[src/rtl/rom_loader.sv]
`default_nettype none
// ============================================================================
// Module   : rom_loader
// Purpose  : Serial boot loader for the instruction ROM. After a start
//            request it deserialises MSB-first words from (sin, sin_valid),
//            writes each completed word to consecutive ROM addresses from 0,
//            and holds the Computer in reset for the whole load session.
// Revision : 1.0 - initial release
// ----------------------------------------------------------------------------
// Parameters
//   WORD      instruction word width in bits
//   ADDRW     instruction ROM address width in bits
// Ports
//   clock     in   1      rising-edge clock for all state
//   reset     in   1      asynchronous, active-high reset
//   start     in   1      one-cycle request to begin a load session
//   length    in   ADDRW  number of words to load (sampled on start)
//   sin       in   1      serial data bit, MSB first
//   sin_valid in   1      qualifies sin for one clock
//   romAddr   out  ADDRW  ROM write address
//   romIn     out  WORD   ROM write data
//   romLoad   out  1      ROM write strobe, one cycle per word
//   cpuReset  out  1      holds the Computer in reset while high
//   busy      out  1      high while a load session is active
//   done      out  1      one-cycle pulse when a session completes
//   overrun   out  1      sticky: a serial bit arrived while it could not
//                         be accepted and was dropped
// ============================================================================
module rom_loader #(
  parameter int WORD  = 16,
  parameter int ADDRW = 15
) (
  input  logic             clock,
  input  logic             reset,
  input  logic             start,
  input  logic [ADDRW-1:0] length,
  input  logic             sin,
  input  logic             sin_valid,
  output logic [ADDRW-1:0] romAddr,
  output logic [WORD-1:0]  romIn,
  output logic             romLoad,
  output logic             cpuReset,
  output logic             busy,
  output logic             done,
  output logic             overrun
);

  // Bit counter only has to reach WORD-1 before the word is written.
  localparam int BCW = (WORD > 1) ? $clog2(WORD) : 1;

  localparam logic [BCW-1:0] c_bit_last = BCW'(WORD - 1);
  localparam logic [BCW-1:0] c_bit_one  = BCW'(1);
  localparam logic [ADDRW-1:0] c_addr_one = ADDRW'(1);

  localparam logic [1:0] c_idle  = 2'd0;
  localparam logic [1:0] c_shift = 2'd1;
  localparam logic [1:0] c_write = 2'd2;
  localparam logic [1:0] c_done  = 2'd3;

  logic [1:0]       r_state;
  logic [ADDRW-1:0] r_len;
  logic [ADDRW-1:0] r_wcnt;
  logic [BCW-1:0]   r_bcnt;
  logic [WORD-1:0]  r_sreg;

  logic [1:0]       w_state_nxt;
  logic             w_start_ok;
  logic             w_accept;
  logic             w_last_bit;
  logic             w_final_word;
  logic             w_drop;
  logic [WORD-1:0]  w_sreg_nxt;
  logic [ADDRW-1:0] w_wcnt_inc;

  // start is only honoured from IDLE; anywhere else it has no effect.
  assign w_start_ok   = start && (r_state == c_idle);
  assign w_accept     = sin_valid && (r_state == c_shift);
  assign w_last_bit   = (r_bcnt == c_bit_last);
  assign w_sreg_nxt   = {r_sreg[WORD-2:0], sin};
  assign w_wcnt_inc   = r_wcnt + c_addr_one;
  // wcnt+1 never exceeds the captured length, so an ADDRW-bit compare
  // is exact even for the largest length (no wrap to address 0).
  assign w_final_word = (w_wcnt_inc == r_len);
  // Bits offered while the word is being written or the session is closing
  // cannot be shifted in; they are discarded and flagged.
  assign w_drop       = sin_valid && ((r_state == c_write) || (r_state == c_done));

  always_comb begin
    w_state_nxt = r_state;
    case (r_state)
      c_idle: begin
        if (start) begin
          w_state_nxt = (length == '0) ? c_done : c_shift;
        end
      end
      c_shift: begin
        if (w_accept && w_last_bit) begin
          w_state_nxt = c_write;
        end
      end
      c_write: begin
        w_state_nxt = w_final_word ? c_done : c_shift;
      end
      c_done: begin
        w_state_nxt = c_idle;
      end
      default: begin
        w_state_nxt = c_idle;
      end
    endcase
  end

  // Control state and session counters.
  always_ff @(posedge clock or posedge reset) begin
    if (reset) begin
      r_state <= c_idle;
      r_len   <= '0;
      r_wcnt  <= '0;
      r_bcnt  <= '0;
    end else begin
      r_state <= w_state_nxt;
      if (w_start_ok) begin
        r_len  <= length;
        r_wcnt <= '0;
        r_bcnt <= '0;
      end else if (r_state == c_write) begin
        r_bcnt <= '0;
        r_wcnt <= w_wcnt_inc;
      end else if (w_accept) begin
        r_bcnt <= r_bcnt + c_bit_one;
      end
    end
  end

  // Deserialiser.
  always_ff @(posedge clock or posedge reset) begin
    if (reset) begin
      r_sreg <= '0;
    end else if (w_accept) begin
      r_sreg <= w_sreg_nxt;
    end
  end

  // Registered outputs. They are decoded from the next state so that each
  // output is valid in the same cycle the FSM occupies the matching state.
  // The ROM address/data are loaded on the edge that accepts the final bit,
  // which gives the one-cycle word latency, and then simply hold.
  always_ff @(posedge clock or posedge reset) begin
    if (reset) begin
      romAddr  <= '0;
      romIn    <= '0;
      romLoad  <= 1'b0;
      busy     <= 1'b0;
      done     <= 1'b0;
      overrun  <= 1'b0;
      // The Computer stays in reset while the loader itself is in reset.
      cpuReset <= 1'b1;
    end else begin
      romLoad  <= (w_state_nxt == c_write);
      busy     <= (w_state_nxt != c_idle);
      cpuReset <= (w_state_nxt != c_idle);
      done     <= (w_state_nxt == c_done);
      if (w_accept && w_last_bit) begin
        romAddr <= r_wcnt;
        romIn   <= w_sreg_nxt;
      end
      if (w_start_ok) begin
        overrun <= 1'b0;
      end else if (w_drop) begin
        overrun <= 1'b1;
      end
    end
  end

endmodule
`default_nettype wire

[config.mk]
export PLATFORM = sky130hd
export DESIGN_NAME = rom_loader
export DESIGN_NICKNAME = d
export VERILOG_FILES = /design/src/rtl/rom_loader.sv
export SDC_FILE = /design/constraint.sdc
export NUM_CORES = 1
export LEC_CHECK = 0
export CAP_MARGIN = 30
export CORE_UTILIZATION = 30
export CTS_CLUSTER_SIZE = 8
export DETAILED_ROUTE_END_ITERATION = 8
export PLACE_DENSITY = 0.5
export SKIP_CTS_REPAIR_TIMING = 1
export SYNTH_ARGS = -nofsm -noshare
export SYNTH_HDL_FRONTEND = slang
export SYNTH_SLANG_ARGS = --single-unit
[constraint.sdc]
create_clock -name clock -period 9.3 [get_ports clock]
set_input_delay 2.325 -clock clock [delete_from_list [all_inputs] [get_ports clock]]
set_output_delay 2.325 -clock clock [all_outputs]
set_load 0.1 [all_outputs]
==> Word level (Yosys, flattened, before mapping) <==
Index checks and enable logic that the tools add are counted.
W data, S select, Z words.
{ "totals": {"output_inout_bits": 36, "reg_bits": 87, "input_bits": 20, "wordCells": 44} }
{ "op_classes": {"n_eq_ne": 7, "n_addsub": 2, "n_reduce_logical": 11, "mux": 12} }
{ "op_table": {"columns": ["cell", "n"], "rows": [
  ["$mux W15", 2],
  ["$add A15 B1 Y15 const B", 1],
  ["$eq A15 B15 Y1", 1],
  ["$logic_not A15 Y1", 1],
  ["$mux W4", 3],
  ["$eq A2 B2 Y1 const B", 4],
  ["$mux W2", 4],
  ["$pmux W2 S4", 1],
  ["$reduce_bool A2 Y1", 3],
  ["$add A4 B1 Y4 const B", 1],
  ["$eq A4 B4 Y1 const B", 1],
  ["$logic_and A1 B1 Y1", 4],
  ["$reduce_bool A3 Y1", 1],
  ["$eq A2 B1 Y1 const B", 1],
  ["$logic_not A2 Y1", 1],
  ["$mux W1", 2],
  ["$logic_or A1 B1 Y1", 1]
]} }

==> Logic depth before layout (Yosys ltp) <==
Gate-level depths: netlist of the first run.
{ "depth": {"word_depth": 6, "ltp_mapped": 7} }

==> Least setup slack after synthesis of the first run <==
OpenSTA, ideal clock, no wires.
{ "synth_timing": {"path_kind": "input-to-reg", "start": "input port sin_valid", "end": "register romAddr[0]", "arrival_ns": 3.437, "path_slack_ns": 5.737, "cell_stages": 5, "cell_sequence": "and2_1 and4_1 clkbuf_1 buf_2 mux2_2"} }
{ "synth_between": {"elab_chain_cells": 2} }
{ "synth_lines": {"columns": ["item", "line_no", "text"], "rows": [
  ["start, declared", "38", "input logic sin_valid,"],
  ["$logic_and A1 B1 Y1", "77", "assign w_accept = sin_valid && (r_state == c_shift);"],
  ["$logic_and A1 B1 Y1", "163", "if (w_accept && w_last_bit) begin"],
  ["end signal, assigned", "164", "romAddr <= r_wcnt;"],
  ["end, declared", "39", "output logic [ADDRW-1:0] romAddr,"]
]} }
Every way passes these cells.
A chain may end at the register's enable or synchronous reset.

==> Worst setup path in the final report of the first run <==
{ "layout_timing": {"start": "input port sin_valid", "end": "register busy"} }
{ "layout_between": {"elab_chain_cells": 5} }
{ "layout_lines": {"columns": ["item", "line_no", "text"], "rows": [
  ["$logic_and A1 B1 Y1", "77", null],
  ["$logic_and A1 B1 Y1", "97", "if (w_accept && w_last_bit) begin"],
  ["$mux W2", "97", null],
  ["$pmux W2 S4", "90", "case (r_state)"],
  ["$reduce_bool A2 Y1", "160", "busy <= (w_state_nxt != c_idle);"],
  ["end signal, assigned", "160", null],
  ["end, declared", "43", "output logic busy,"]
]} }
Every way passes these cells.

==> results of run 1 <==
through the flow:
stage | total power (uW) | cell area, sq um | cells | setup slack [ns]
finish | 1540 | 5040 | 565 | 4.51
global route | 1620 | 5040 | 565 | 4.31
CTS | 1560 | 5040 | 565 | 4.46
floorplan | 1060 | 4040 | 334 | 4.73
global placement | 1200 | 4720 | 548 | 4.19
detailed placement | 1200 | 4750 | 549 | 4.10
registers in the layout, summed over array words and instances, names as in the netlist:
signal,flops
r_len,15
r_bcnt,4
romAddr,15
busy,1
overrun,1
done,1
romLoad,1
cpuReset,1
r_sreg,15
r_state,2
r_wcnt,15
romIn,16
worst register-to-register path, delay by kind of cell, from the launching register on:
kind,cells,cell delay [ns]
buffers and inverters,1,0.43
flip-flops,1,0.46
AND/OR/NAND/NOR,6,2.03
synthesized netlist by cell type (3+ instances only):
master and count:
nor4_1 4, xor2_1 11, nand2_1 28, nor2_1 17
nor3_1 7, nand4_1 6, mux2_2 60, buf_4 6
nor2b_1 5, a21oi_1 4, buf_2 4, xnor2_1 15
inv_1 6, buf_6 3, nand3_1 5, o21ai_0 28
dfrtp_1 86, clkbuf_1 6
layout make-up:
class | count | area [sq um]
flip-flops and latches | 87 | 2180
multi-input cells | 221 | 1720
repair buffers | 59 | 601
clock inverters | 5 | 37.5
well taps | 176 | 220
clock buffers | 11 | 253
inverters | 6 | 23.8
fillers | 1254 | 8150
layer usage:
layer	track usage	up-vias
met3	0.0378	11
met1	0.174	1308
met5	0	-
li1	-	1281
met4	0.0409	0
met2	0.225	63
where the power goes:
group / internal (uW) / switching [uW] / total [uW]
logic: 211 / 382 / 594
clock network: 197 / 150 / 347
registers: 498 / 102 / 600
total: 907 / 634 / 1540
cells by family (layout without fill, tap and decap cells):
group / after synthesis / after routing / synth area share
simple gates: 90 / 90 / 0.128
flops: 87 / 87 / 0.539
mux: 61 / 61 / 0.170
buf+inv: 26 / 81 / 0.0369
compound gates: 42 / 42 / 0.0635
xor+xnor: 26 / 26 / 0.0564
fa+ha+maj: 2 / 2 / 0.00619
worst paths after layout:
path	start	to	slack [ns]	cells after the start
worst max-delay path	sin_valid	busy$_DFF_PP0_	4.51	7
worst min register to register	romAddr[10]$_DFFE_PP0P_	romAddr[10]$_DFFE_PP0P_	0.50	1
worst max register to register	r_state[0]$_DFF_PP0_	busy$_DFF_PP0_	6.23	7
min in group asynchronous	reset	r_len[14]$_DFFE_PP0P_	2.38	3
worst min-delay path	romAddr[10]$_DFFE_PP0P_	romAddr[10]$_DFFE_PP0P_	0.50	1
max in group asynchronous	reset	cpuReset$_DFF_PP1_	6.26	4
==> impl_metrics.tcl, run 1 <==
set metrics [dict create \
    crit_fanout 22 \
    rsz0062_at_grt "false" \
    port_buffers 55 \
    synth-main-ff-cell "dfrtp_1" \
    core_area_sq_um 13200 \
    synth_cells 334 \
    io_pins 56 \
    met3_length_um 393 \
    synth.area.top_cells "dfrtp_1 (53%), mux2_2 (17%), o21ai_0 (3.5%), xnor2_1 (3.3%), nand2_1 (2.6%)" \
    vias 2663 \
    wl_met2_um 4180 \
    fmaxAchievable_mhz 209 \
    clockBufferDepth 2 \
    yosysWarningCount 0 \
    status "finished, violations left" \
    peakVddDrop_mv 0.232 \
    whs_ns 0.505 \
    drv_cap 0 \
    grt_pass1_vias 2809 \
    grt_pass1_wl_um 14800 \
    finalNetCount 406 \
    crit_type "in2reg" \
    async_flop_share 1.00 \
    cts_sinks 87 \
    synth_area_per_cell_sq_um 12.1 \
    ys_types 42 \
    synth_fp_nets 356 \
    final_common_cell "dfrtp_1" \
    hold_viol 0 \
    wl_um 8750 \
    rows 42 \
    tightest_slew_ns 0.985 \
    ys_seq_area_frac 0.539 \
    routed.top_layer "met4" \
    cp_slowest_cell "and2_1" \
    drtAntennaViolNets 0 \
    path_buf_inv 2 \
    grt_overflow 0 \
    path_delay_family "simple AND/OR/NAND/NOR gates" \
    via_per_inst 4.71 \
    gp_congestion 0.855 \
    grt_usage 0.137 \
    startpoint_type "input pin" \
    cts_tree "yes" \
    skew_ns 0.00819 \
    hp-class "reg2reg" \
    cp_slowest_stage_delay_ns 0.68 \
    syn2layout_area_growth_pct 24.7 \
    htree_levels 3 \
    final_cell_mix "dfrtp_1 (86), mux2_2 (60), clkdlybuf4s50_1 (55), nand2_1 (28), o21ai_0 (28)" \
    arrival_ns 4.98 \
    diodes 0 \
    slew_viol_final 0 \
    antenna_found_initial 0 \
    violations "DRC" \
    finish.utilization 0.382 \
    ys_ff_latch 87 \
    cp.required_ns 9.49 \
    dp_hpwl_um 6060 \
    end_kind "flip-flop" \
    dieWidth_um 118 \
    drive_above_1_share 0.239 \
    numCtsBuffers 9 \
    wl_per_cell_um 15.5 \
    die_h_um 118 \
    drc 1 \
    clk_latency_ns 0.34 \
    min_period_ns 4.79 \
    initial_utilization 0.306 \
    dieArea_sq_um 13900 \
    cts_root_buf "clkbuf_16" \
    slew_headroom 0.341 \
    synth_top_area_frac 0.533 \
    drt_pass1_iterations 6 \
    yosysTopAreaCell "dfrtp_1" \
    syn_area_sq_um 4040 \
    p_per_area_nw_per_um2 306 \
    clkTransAtPathRegs_ns 0.06 \
    drtIter0Drc 102 \
    setup_viol_count_final 0 \
    cp_cell_sequence "clkdlybuf4s50_1 > and2_1 > and4_1 > buf_4 > nor2b_1 > nor2_1 > nand2_1" \
    synth-edff-count 0 \
    drt-met1-wl_um 4050 \
    grt_max_degree 60 \
    fin_crit_sh 0.515 \
    finalSetupTns_ns 0 \
    leakage_uw 0.00212 \
]
No activity file was read; power rests on OpenSTA's default activity.
==> run 2: changes to the inputs <==
--- a/config.mk
+++ b/config.mk
@@ -9,7 +9,7 @@
 export CORE_UTILIZATION = 30
 export CTS_CLUSTER_SIZE = 8
 export DETAILED_ROUTE_END_ITERATION = 8
-export PLACE_DENSITY = 0.5
+export PLACE_DENSITY = 0.52
 export SKIP_CTS_REPAIR_TIMING = 1
 export SYNTH_ARGS = -nofsm -noshare
 export SYNTH_HDL_FRONTEND = slang
==> constraint.sdc (replaced) <==
create_clock -name clock -period 4 [get_ports clock]
set_input_delay 1 -clock clock [delete_from_list [all_inputs] [get_ports clock]]
set_output_delay 1 -clock clock [all_outputs]
set_load 0.1 [all_outputs]
==> impl_metrics.tcl, run 2 (same netlist as run 1, synthesis figures left out) <==
set metrics [dict create \
    status "finished clean" \
    crit_type "reg2out" \
    grt_overflow 0 \
    slew_viol_final 0 \
    arrival_ns 2.00 \
    drtIter0Drc 133 \
    ff2ff_setup_slack_ns 1.46 \
    drv_cap 0 \
    min_period_ns 3.00 \
    leakage_uw 0.00214 \
    path_delay_family "buffers and inverters" \
    skew_ns 0.0110 \
    port_buffers 55 \
    wl_per_cell_um 15.7 \
    dieArea_sq_um 13900 \
    vias 2701 \
    via_per_inst 4.76 \
    cp_slowest_stage_delay_ns 1.13 \
    final_cell_mix "dfrtp_1 (86), mux2_2 (60), clkdlybuf4s50_1 (55), nand2_1 (28), o21ai_0 (28)" \
    die_h_um 118 \
    drive_above_1_share 0.243 \
    slew_headroom 0.340 \
    antenna_found_initial 0 \
    dp_hpwl_um 6370 \
    drc 0 \
    cts_tree "yes" \
    htree_levels 3 \
    wl_um 8930 \
    drtAntennaViolNets 0 \
    path_buf_inv 1 \
    pre_cts_ws_ns 0.905 \
    syn2layout_area_growth_pct 25.6 \
    initial_utilization 0.306 \
    hp-class "reg2reg" \
    fillers 1275 \
    seq_area_sq_um 2180 \
    hold_viol 0 \
    fin_crit_sh 0.750 \
    cp_slowest_cell "clkdlybuf4s50_1" \
    peakVddDrop_mv 0.480 \
    grt_pass1_wl_um 15200 \
    drt_pass1_iterations 4 \
    clkTransAtPathRegs_ns 0.07 \
    p_per_area_nw_per_um2 721 \
    grt_pass1_vias 2882 \
    cts_root_buf "clkbuf_16" \
    finalSetupTns_ns 0 \
    worst_slack_ns 0.999 \
    grt_max_degree 88 \
    rsz0062_at_grt "false" \
    clockBufferDepth 2 \
    diodes 0 \
    fmaxAchievable_mhz 333 \
    core_area_sq_um 13200 \
    largest_reg_flops 16 \
    numCtsBuffers 9 \
    multi_input_area_sq_um 1720 \
    grt_usage 0.140 \
    largest-register "romIn" \
    crit_fanout 1 \
    startpoint_type "flip-flop" \
    final_common_cell "dfrtp_1" \
    gp_congestion 0.894 \
    cp_cell_sequence "clkdlybuf4s50_1" \
    cp.required_ns 3.00 \
    finalNetCount 408 \
    cts_sinks 87 \
    dieWidth_um 118 \
    rows 42 \
    tightest_slew_ns 0.986 \
    clk_latency_ns 0.34 \
    end_kind "primary output" \
    io_pins 56 \
    setup_viol_count_final 0 \
]
## run 2: final cells by class
class,count,area share
inverter,6,0.00468
multi-input combinational,221,0.339
sequential,87,0.429
timing repair buffer,61,0.122
clock buffer,10,0.0471
tap,176,0.0434
clock inverter,6,0.0148
## run 2: layer usage
layer  global-route usage  routed length, um  vias up
met5                    0                  0        -
met4               0.0449                134        0
met3               0.0431                510       11
met2                0.230               4320       60
met1                0.176               3960     1349
li1                     -                  -     1281
## run 2: where the power goes
group	internal, uW	leakage [uW]	switching (uW)
clock	511	0.000152	363
sequential	1160	0.00113	240
combinational	496	0.000865	889
total	2170	0.00214	1490
## run 2: final timing paths
kind,startpoint,depth (start not counted),endpoint
setup / recovery,cpuReset$_DFF_PP1_,1,cpuReset
hold / removal,romAddr[5]$_DFFE_PP0P_,1,romAddr[5]$_DFFE_PP0P_
setup reg to reg,r_wcnt[0]$_DFFE_PP0P_,7,done$_DFF_PP0_
hold reg to reg,romAddr[5]$_DFFE_PP0P_,1,romAddr[5]$_DFFE_PP0P_
max in group asynchronous,reset,3,cpuReset$_DFF_PP1_
min in group asynchronous,reset,3,r_len[14]$_DFFE_PP0P_
## run 2: through the flow
| step | utilization | power [uW] | hold WS (ns) | cells | area (sq um) |
|---|---|---|---|---|---|
| after CTS | 0.385 | 3710 | 0.510 | 567 | 5070 |
| after detailed placement | 0.361 | 2820 | 0.496 | 551 | 4760 |
| after global placement | 0.361 | 2800 | 0.492 | 551 | 4760 |
| final | 0.385 | 3660 | 0.507 | 567 | 5070 |
| after global routing | 0.385 | 3860 | 0.522 | 567 | 5070 |
| after floorplan | - | 2460 | 0.475 | 334 | 4040 |
